==> config.mk <==
export PLATFORM = sky130hd
export DESIGN_NAME = vpg_mode_ctrl
export DESIGN_NICKNAME = d
export VERILOG_FILES = /design/src/rtl/vpg_mode_ctrl.sv
export SDC_FILE = /design/constraint.sdc
export NUM_CORES = 1
export LEC_CHECK = 0
export CAP_MARGIN = 20
export CELL_PAD_IN_SITES_DETAIL_PLACEMENT = 2
export CELL_PAD_IN_SITES_GLOBAL_PLACEMENT = 2
export CORE_ASPECT_RATIO = 0.75
export CORE_MARGIN = 3
export CORE_UTILIZATION = 35
export DETAILED_ROUTE_END_ITERATION = 8
export PLACE_DENSITY = 0.8
export SLEW_MARGIN = 20
export SYNTH_ARGS = -nofsm -noshare
export SYNTH_HDL_FRONTEND = slang
export SYNTH_SLANG_ARGS = --single-unit
==> constraint.sdc <==
create_clock -name clk -period 4.8 [get_ports clk]
set_input_delay 0.48 -clock clk [delete_from_list [all_inputs] [get_ports clk]]
set_output_delay 0.48 -clock clk [all_outputs]
set_load 0.01 [all_outputs]
==> src/rtl/vpg_mode_ctrl.sv <==
// -----------------------------------------------------------------------------
// vpg_mode_ctrl
//
// Sequences a video mode change. The timing generator is held in reset, the PLL
// is reconfigured for the requested mode, the controller waits for a qualified
// lock and a settle window, and the timing generator is then released in the
// new mode. Requests that arrive while a sequence is in flight are queued
// (latest wins) and run as soon as the current sequence reaches RUN.
//
// Optional feature (compile-time macro VPG_LOCK_TIMEOUT_EN):
//   defined   - a LOCK dwell of LOCK_TIMEOUT cycles sets the sticky lock_err flag
//               and retries the PLL reconfiguration with the same target.
//   undefined - LOCK waits indefinitely and lock_err is constant 0.
//
// Ports
//   clk              in   rising-edge clock for all logic
//   reset_n          in   synchronous active-low reset
//   vpg_mode_change  in   one-cycle pulse, new mode presented on vpg_mode
//   vpg_mode[3:0]    in   requested mode, sampled only with vpg_mode_change
//   pll_busy         in   PLL reconfiguration engine busy
//   pll_locked       in   PLL lock indicator (already synchronous to clk)
//   pll_start        out  one-cycle pulse starting PLL reconfiguration
//   pll_mode[3:0]    out  mode given to the PLL engine, held between sequences
//   timing_mode[3:0] out  mode applied to the timing generator
//   timing_rst_n     out  active-low reset to the timing generator
//   vpg_ready        out  timing generator running in a stable mode
//   lock_err         out  sticky lock-timeout flag
// -----------------------------------------------------------------------------
module vpg_mode_ctrl #(
  parameter int HOLD_CYCLES   = 16,
  parameter int SETTLE_CYCLES = 1024,
  parameter int LOCK_TIMEOUT  = 1000000
) (
  input  logic       clk,
  input  logic       reset_n,
  input  logic       vpg_mode_change,
  input  logic [3:0] vpg_mode,
  input  logic       pll_busy,
  input  logic       pll_locked,
  output logic       pll_start,
  output logic [3:0] pll_mode,
  output logic [3:0] timing_mode,
  output logic       timing_rst_n,
  output logic       vpg_ready,
  output logic       lock_err
);

  // The shared counter serves HOLD, WAIT_BUSY (needs to reach 2) and SETTLE.
  localparam int CNT_MAX = (HOLD_CYCLES > SETTLE_CYCLES)
                         ? ((HOLD_CYCLES > 2) ? HOLD_CYCLES : 2)
                         : ((SETTLE_CYCLES > 2) ? SETTLE_CYCLES : 2);
  localparam int CW      = $clog2(CNT_MAX + 1);

  typedef enum logic [2:0] {
    ST_IDLE, ST_HOLD, ST_RECONF, ST_WAIT_BUSY, ST_LOCK, ST_SETTLE, ST_RUN
  } state_e;

  state_e        state_q,         state_d;
  logic [CW-1:0] cnt_q,           cnt_d;
  logic [3:0]    target_q,        target_d;
  logic [3:0]    pending_q,       pending_d;
  logic          pending_valid_q, pending_valid_d;
  logic          lock_prev_q,     lock_prev_d;
  logic          pll_start_q,     pll_start_d;
  logic [3:0]    pll_mode_q,      pll_mode_d;
  logic [3:0]    timing_mode_q,   timing_mode_d;
  logic          timing_rst_n_q,  timing_rst_n_d;
  logic          vpg_ready_q,     vpg_ready_d;
  logic [CW-1:0] cnt_inc;

`ifdef VPG_LOCK_TIMEOUT_EN
  localparam int TW = $clog2(LOCK_TIMEOUT + 1);
  logic [TW-1:0] to_cnt_q,   to_cnt_d;
  logic          lock_err_q, lock_err_d;
  logic [TW-1:0] to_cnt_inc;
  assign to_cnt_inc = (to_cnt_q == TW'(LOCK_TIMEOUT)) ? to_cnt_q : to_cnt_q + 1'b1;
`endif

  // Counters saturate instead of wrapping.
  assign cnt_inc = (cnt_q == CW'(CNT_MAX)) ? cnt_q : cnt_q + 1'b1;

  // NOTE: every signal written here gets a default first, so no path leaves a
  // variable unassigned and no latch is inferred.
  always_comb begin
    state_d         = state_q;
    cnt_d           = cnt_inc;
    target_d        = target_q;
    pending_d       = pending_q;
    pending_valid_d = pending_valid_q;
    lock_prev_d     = lock_prev_q;
    pll_start_d     = 1'b0;
    pll_mode_d      = pll_mode_q;
    timing_mode_d   = timing_mode_q;
    timing_rst_n_d  = timing_rst_n_q;
    vpg_ready_d     = vpg_ready_q;
`ifdef VPG_LOCK_TIMEOUT_EN
    to_cnt_d        = to_cnt_inc;
    lock_err_d      = lock_err_q;
`endif

    // Requests during an active sequence are queued; the newest overwrites.
    if (vpg_mode_change && (state_q inside {ST_HOLD, ST_RECONF, ST_WAIT_BUSY,
                                           ST_LOCK, ST_SETTLE})) begin
      pending_d       = vpg_mode;
      pending_valid_d = 1'b1;
    end

    case (state_q)
      ST_IDLE: begin
        if (vpg_mode_change) begin
          target_d       = vpg_mode;
          state_d        = ST_HOLD;
          cnt_d          = '0;
          timing_rst_n_d = 1'b0;
          vpg_ready_d    = 1'b0;
        end
      end
      ST_HOLD: begin
        if (cnt_q == CW'(HOLD_CYCLES - 1)) state_d = ST_RECONF;
      end
      ST_RECONF: begin
        if (!pll_busy) begin
          pll_start_d = 1'b1;
          pll_mode_d  = target_q;
          state_d     = ST_WAIT_BUSY;
          cnt_d       = '0;
        end
      end
      ST_WAIT_BUSY: begin
        // The engine may take a cycle or two to raise busy after the start
        // pulse, so a low busy is ignored until two cycles have passed.
        if (!pll_busy && (cnt_q >= CW'(2))) begin
          state_d     = ST_LOCK;
          lock_prev_d = 1'b0;
`ifdef VPG_LOCK_TIMEOUT_EN
          to_cnt_d    = '0;
`endif
        end
      end
      ST_LOCK: begin
        lock_prev_d = pll_locked;
        if (pll_locked && lock_prev_q) begin
          state_d = ST_SETTLE;
          cnt_d   = '0;
        end
`ifdef VPG_LOCK_TIMEOUT_EN
        else if (to_cnt_q == TW'(LOCK_TIMEOUT - 1)) begin
          lock_err_d = 1'b1;
          state_d    = ST_RECONF;
        end
`endif
      end
      ST_SETTLE: begin
        if (!pll_locked) begin
          state_d     = ST_LOCK;
          lock_prev_d = 1'b0;
`ifdef VPG_LOCK_TIMEOUT_EN
          to_cnt_d    = '0;
`endif
        end else if (cnt_q == CW'(SETTLE_CYCLES - 1)) begin
          timing_mode_d  = target_q;
          timing_rst_n_d = 1'b1;
          state_d        = ST_RUN;
        end
      end
      ST_RUN: begin
        // A fresh request beats a queued one (latest wins); a queued request
        // restarts before vpg_ready is ever raised.
        if (vpg_mode_change || pending_valid_q || !pll_locked) begin
          if (vpg_mode_change)      target_d = vpg_mode;
          else if (pending_valid_q) target_d = pending_q;
          pending_valid_d = 1'b0;
          state_d         = ST_HOLD;
          cnt_d           = '0;
          timing_rst_n_d  = 1'b0;
          vpg_ready_d     = 1'b0;
        end else begin
          vpg_ready_d = 1'b1;
        end
      end
      default: state_d = ST_IDLE;
    endcase
  end

  // NOTE: state registers use non-blocking assignments so every flop samples
  // the values from before the edge, independent of statement order.
  always_ff @(posedge clk) begin
    if (!reset_n) begin
      state_q         <= ST_IDLE;
      cnt_q           <= '0;
      target_q        <= '0;
      pending_q       <= '0;
      pending_valid_q <= 1'b0;
      lock_prev_q     <= 1'b0;
      pll_start_q     <= 1'b0;
      pll_mode_q      <= '0;
      timing_mode_q   <= '0;
      timing_rst_n_q  <= 1'b0;
      vpg_ready_q     <= 1'b0;
`ifdef VPG_LOCK_TIMEOUT_EN
      to_cnt_q        <= '0;
      lock_err_q      <= 1'b0;
`endif
    end else begin
      state_q         <= state_d;
      cnt_q           <= cnt_d;
      target_q        <= target_d;
      pending_q       <= pending_d;
      pending_valid_q <= pending_valid_d;
      lock_prev_q     <= lock_prev_d;
      pll_start_q     <= pll_start_d;
      pll_mode_q      <= pll_mode_d;
      timing_mode_q   <= timing_mode_d;
      timing_rst_n_q  <= timing_rst_n_d;
      vpg_ready_q     <= vpg_ready_d;
`ifdef VPG_LOCK_TIMEOUT_EN
      to_cnt_q        <= to_cnt_d;
      lock_err_q      <= lock_err_d;
`endif
    end
  end

  assign pll_start    = pll_start_q;
  assign pll_mode     = pll_mode_q;
  assign timing_mode  = timing_mode_q;
  assign timing_rst_n = timing_rst_n_q;
  assign vpg_ready    = vpg_ready_q;
`ifdef VPG_LOCK_TIMEOUT_EN
  assign lock_err     = lock_err_q;
`else
  // Constant 0 for any legal LOCK_TIMEOUT; the comparison only keeps the
  // parameter referenced in the build without the timeout logic.
  assign lock_err     = (LOCK_TIMEOUT < 0);
`endif

endmodule

==> run_results.csv <==
group,metric,value,unit
setup_path,startpoint_type,"register",
placed_design,hpwl,3.52,mm
setup_path,cp-end-kind,"register",
logic_synthesis,synth_area,1670,sq um
setup_path,timing.rr.start,"state_q[2]",
detailed_routing,via_count,1430,
grt,grt_pass1_vias,1562,
setup_path,crit_fanout,16,
power,ir_worst_vdd,0.183,mV
timing,fmax,435,MHz
logic_synthesis,ys_seq_area_frac,0.421,
die,io_pins,21,
logic_synthesis,synthFlopType,"dfxtp_1",
detailed_routing,drt_iter0_markers,57,
timing,final.setup_skew,10.3,ps
logic_synthesis,synthDistinctLibCells,40,
setup_path,critPathArrivalTime,2460,ps
grt,grt_max_degree,22,
clock_tree,cts_buffer_depth,2,
power,p_leak,0.000759,uW
clock_tree,cts.repair.resized,0,
detailed_routing,wire_per_inst,17.6,microns
logic_synthesis,ys_top_cells_by_area,"dfxtp_1 (42%), mux2i_1 (10%), nor2_1 (8.3%), a21oi_1 (3.3%), xor2_1 (3.2%)",
worst_hold_path,hold_start,"pending_q[1]",
placed_design,port_buffers,19,
worst_hold_path,hold_path_class,"reg -> reg",
timing,drv_slew,0,
timing,slew_headroom,0.547,
clock_tree,cts_setup_buffers,0,
detailed_routing,drtAntennaViolNets,0,
logic_synthesis,synth_common_cells,"nor2_1 (37), dfxtp_1 (35), mux2i_1 (17)",
finish,nFillCells,526,
timing,finalHoldViolations,0,
logic_synthesis,postSynth.asyncResetShare,0,
setup_path,crit_required,4960,ps
placed_design,gp_congestion,0.760,
timing,worst_pin_slew,674,ps
job,cap_viol_max_count,0,
logic_synthesis,syn_avg_cell_area,8.72,sq um
die,fp-row-count,21,
placed_design,placed_area,1890,sq um
timing,fin_crit_sh,0.479,
clock_tree,cts_tree,"done",
logic_synthesis,syn_inst,191,
clock_tree,worst_skew_pair.late_latency,290,ps
grt,grt_pass1_wl,7.68,mm
setup_path,critical-path-slowest-cell,"dfxtp_1",
finish,syn2layout_area_growth,21.5,%
die,start_util,0.368,
timing,layout_min_cycle_time,2300,ps
timing,setup_viol,0,
finish,drive_above_1_share,0.0762,
clock_tree,cts.sinks,35,
clock_tree,htree_levels,2,
detailed_routing,via_per_inst,5.36,
clock_tree,clk_pin_slew,80,ps
setup_path,cp_common_cell,"o21ai_0",
finish,nets,221,
clock_tree,ctsRootBufferMaster,"clkbuf_8",
setup_path,path_buf_inv,1,
placed_design,dp.cells,259,
die,design.core.area,4520,sq um
timing,fin_tns_setup,0,ps
logic_synthesis,synth_edf_count,0,
finish,final_cells,267,
logic_synthesis,synth_area_leader_cell,"dfxtp_1",
logic_synthesis,synth.top_cell.area_share,0.421,
clock_tree,cts_hold_buf,0,
die,fp.dieW,85.7,microns
timing,rsz0062_at_grt,"no",
detailed_routing,first_pass_iters,4,
detailed_routing,drc,0,
grt,track_usage,0.178,
setup_path,path_class,"reg -> reg",
grt,grt_antenna_before_repair,0,
die,die_y,65.7,microns
setup_path,critPathTopFamily,"compound AO/OA/AOI/OAI gates",
clock_tree,cts_made_buffers,5,
die,die_area,5630,sq um
setup_path,cpPeakStageDelay,690,ps
logic_synthesis,yosysMostFrequentCell,"nor2_1",
logic_synthesis,synth_fp_nets,203,
grt,overflow,0,
setup_path,worstSetupStartpoint,"state_q[2]",
finish,antenna_cells,0,
finish,stdcell_area,2020,sq um
detailed_routing,drt-total-wl,4.69,mm
logic_synthesis,synth_seq_cells,35,
setup_path,path_cells,"nor2_1 -> o21ai_0 -> o21ai_0 -> o21ai_0 -> buf_4 -> nor3_1",
power,p_per_area,443,nW/um^2
logic_synthesis,yosys_warnings,0,
status,outcome,"finished, final reports clean",
==> kinds of logic (layout without fill, tap and decap cells) <==
family	count (synthesis)	after routing	synth area share
AND/OR/NAND/NOR	79	79	0.231
flip-flops	35	35	0.421
AO/OA/AOI/OAI	31	31	0.127
multiplexers	17	17	0.102
buffers and inverters	15	34	0.0421
XOR/XNOR	10	10	0.0526
adder cells (fa/ha/maj)	3	3	0.0225
other	1	1	0.00225
==> worst min-delay path: cells and delay by family (launching register included) <==
family | cells | cell delay [ps]
flops | 1 | 330
mux | 1 | 60
simple gates | 1 | 70
==> through the flow <==
step	power [uW]	hold slack [ps]	util	setup WS, ps
floorplan	508	460	-	3090
global placement	554	473	0.416	2030
detailed placement	578	487	0.417	2180
CTS	907	507	0.448	2470
global route	947	552	0.448	2260
finish	897	501	0.448	2500
==> metal layers <==
metal,part of all wire,GRT usage,vias up
met3,0.029,0.0414,10
met2,0.47,0.307,26
met5,0,0,-
li1,-,-,698
met4,0.025,0.0731,0
met1,0.47,0.213,696
==> cell type report <==
| class | instances | area [sq um] | share of cell area |
|---|---|---|---|
| inverters | 6 | 22.5 | 0.0111 |
| repair buffers | 20 | 198 | 0.0977 |
| multi-input cells | 141 | 895 | 0.442 |
| flip-flops and latches | 35 | 701 | 0.346 |
| clock inverters | 3 | 67.6 | 0.0334 |
| clock buffers | 5 | 68.8 | 0.0340 |
| well taps | 57 | 71.3 | 0.0353 |
==> worst paths after layout <==
check | slack [ps] | cells after the start | endpoint
worst min register to register | 500 | 2 | pending_q[1]
worst max-delay path | 2500 | 6 | cnt_q[9]
worst min-delay path | 500 | 2 | pending_q[1]
worst max register to register | 2500 | 6 | cnt_q[9]
==> power breakdown <==
part           switching (uW)  leakage (uW)  total (uW)  internal (uW)
logic                     117      0.000410         203           86.3
clock network             114     0.0000644         321            207
registers                50.7      0.000284         372            321
==> flip-flops by register name, summed over array words and instances (netlist names) <==
signal and flops:
timing_rst_n 1, pll_mode 4, pll_start 1, target_q 4
pending_q 4, cnt_q 11, pending_valid_q 1, timing_mode 4
vpg_ready 1, lock_prev_q 1, state_q 3
==> cells in the final DEF, fill, tap and decap left out, types with 6 or more instances in the layout <==
cell	synthesis	final
nand2_1	10	10
clkdlybuf4s50_1	0	19
dfxtp_1	35	35
nor3_1	7	7
a21oi_1	11	11
mux2i_1	17	17
xor2_1	6	6
inv_1	6	6
nor2_1	37	37
Power figures use the tool's default switching activity.
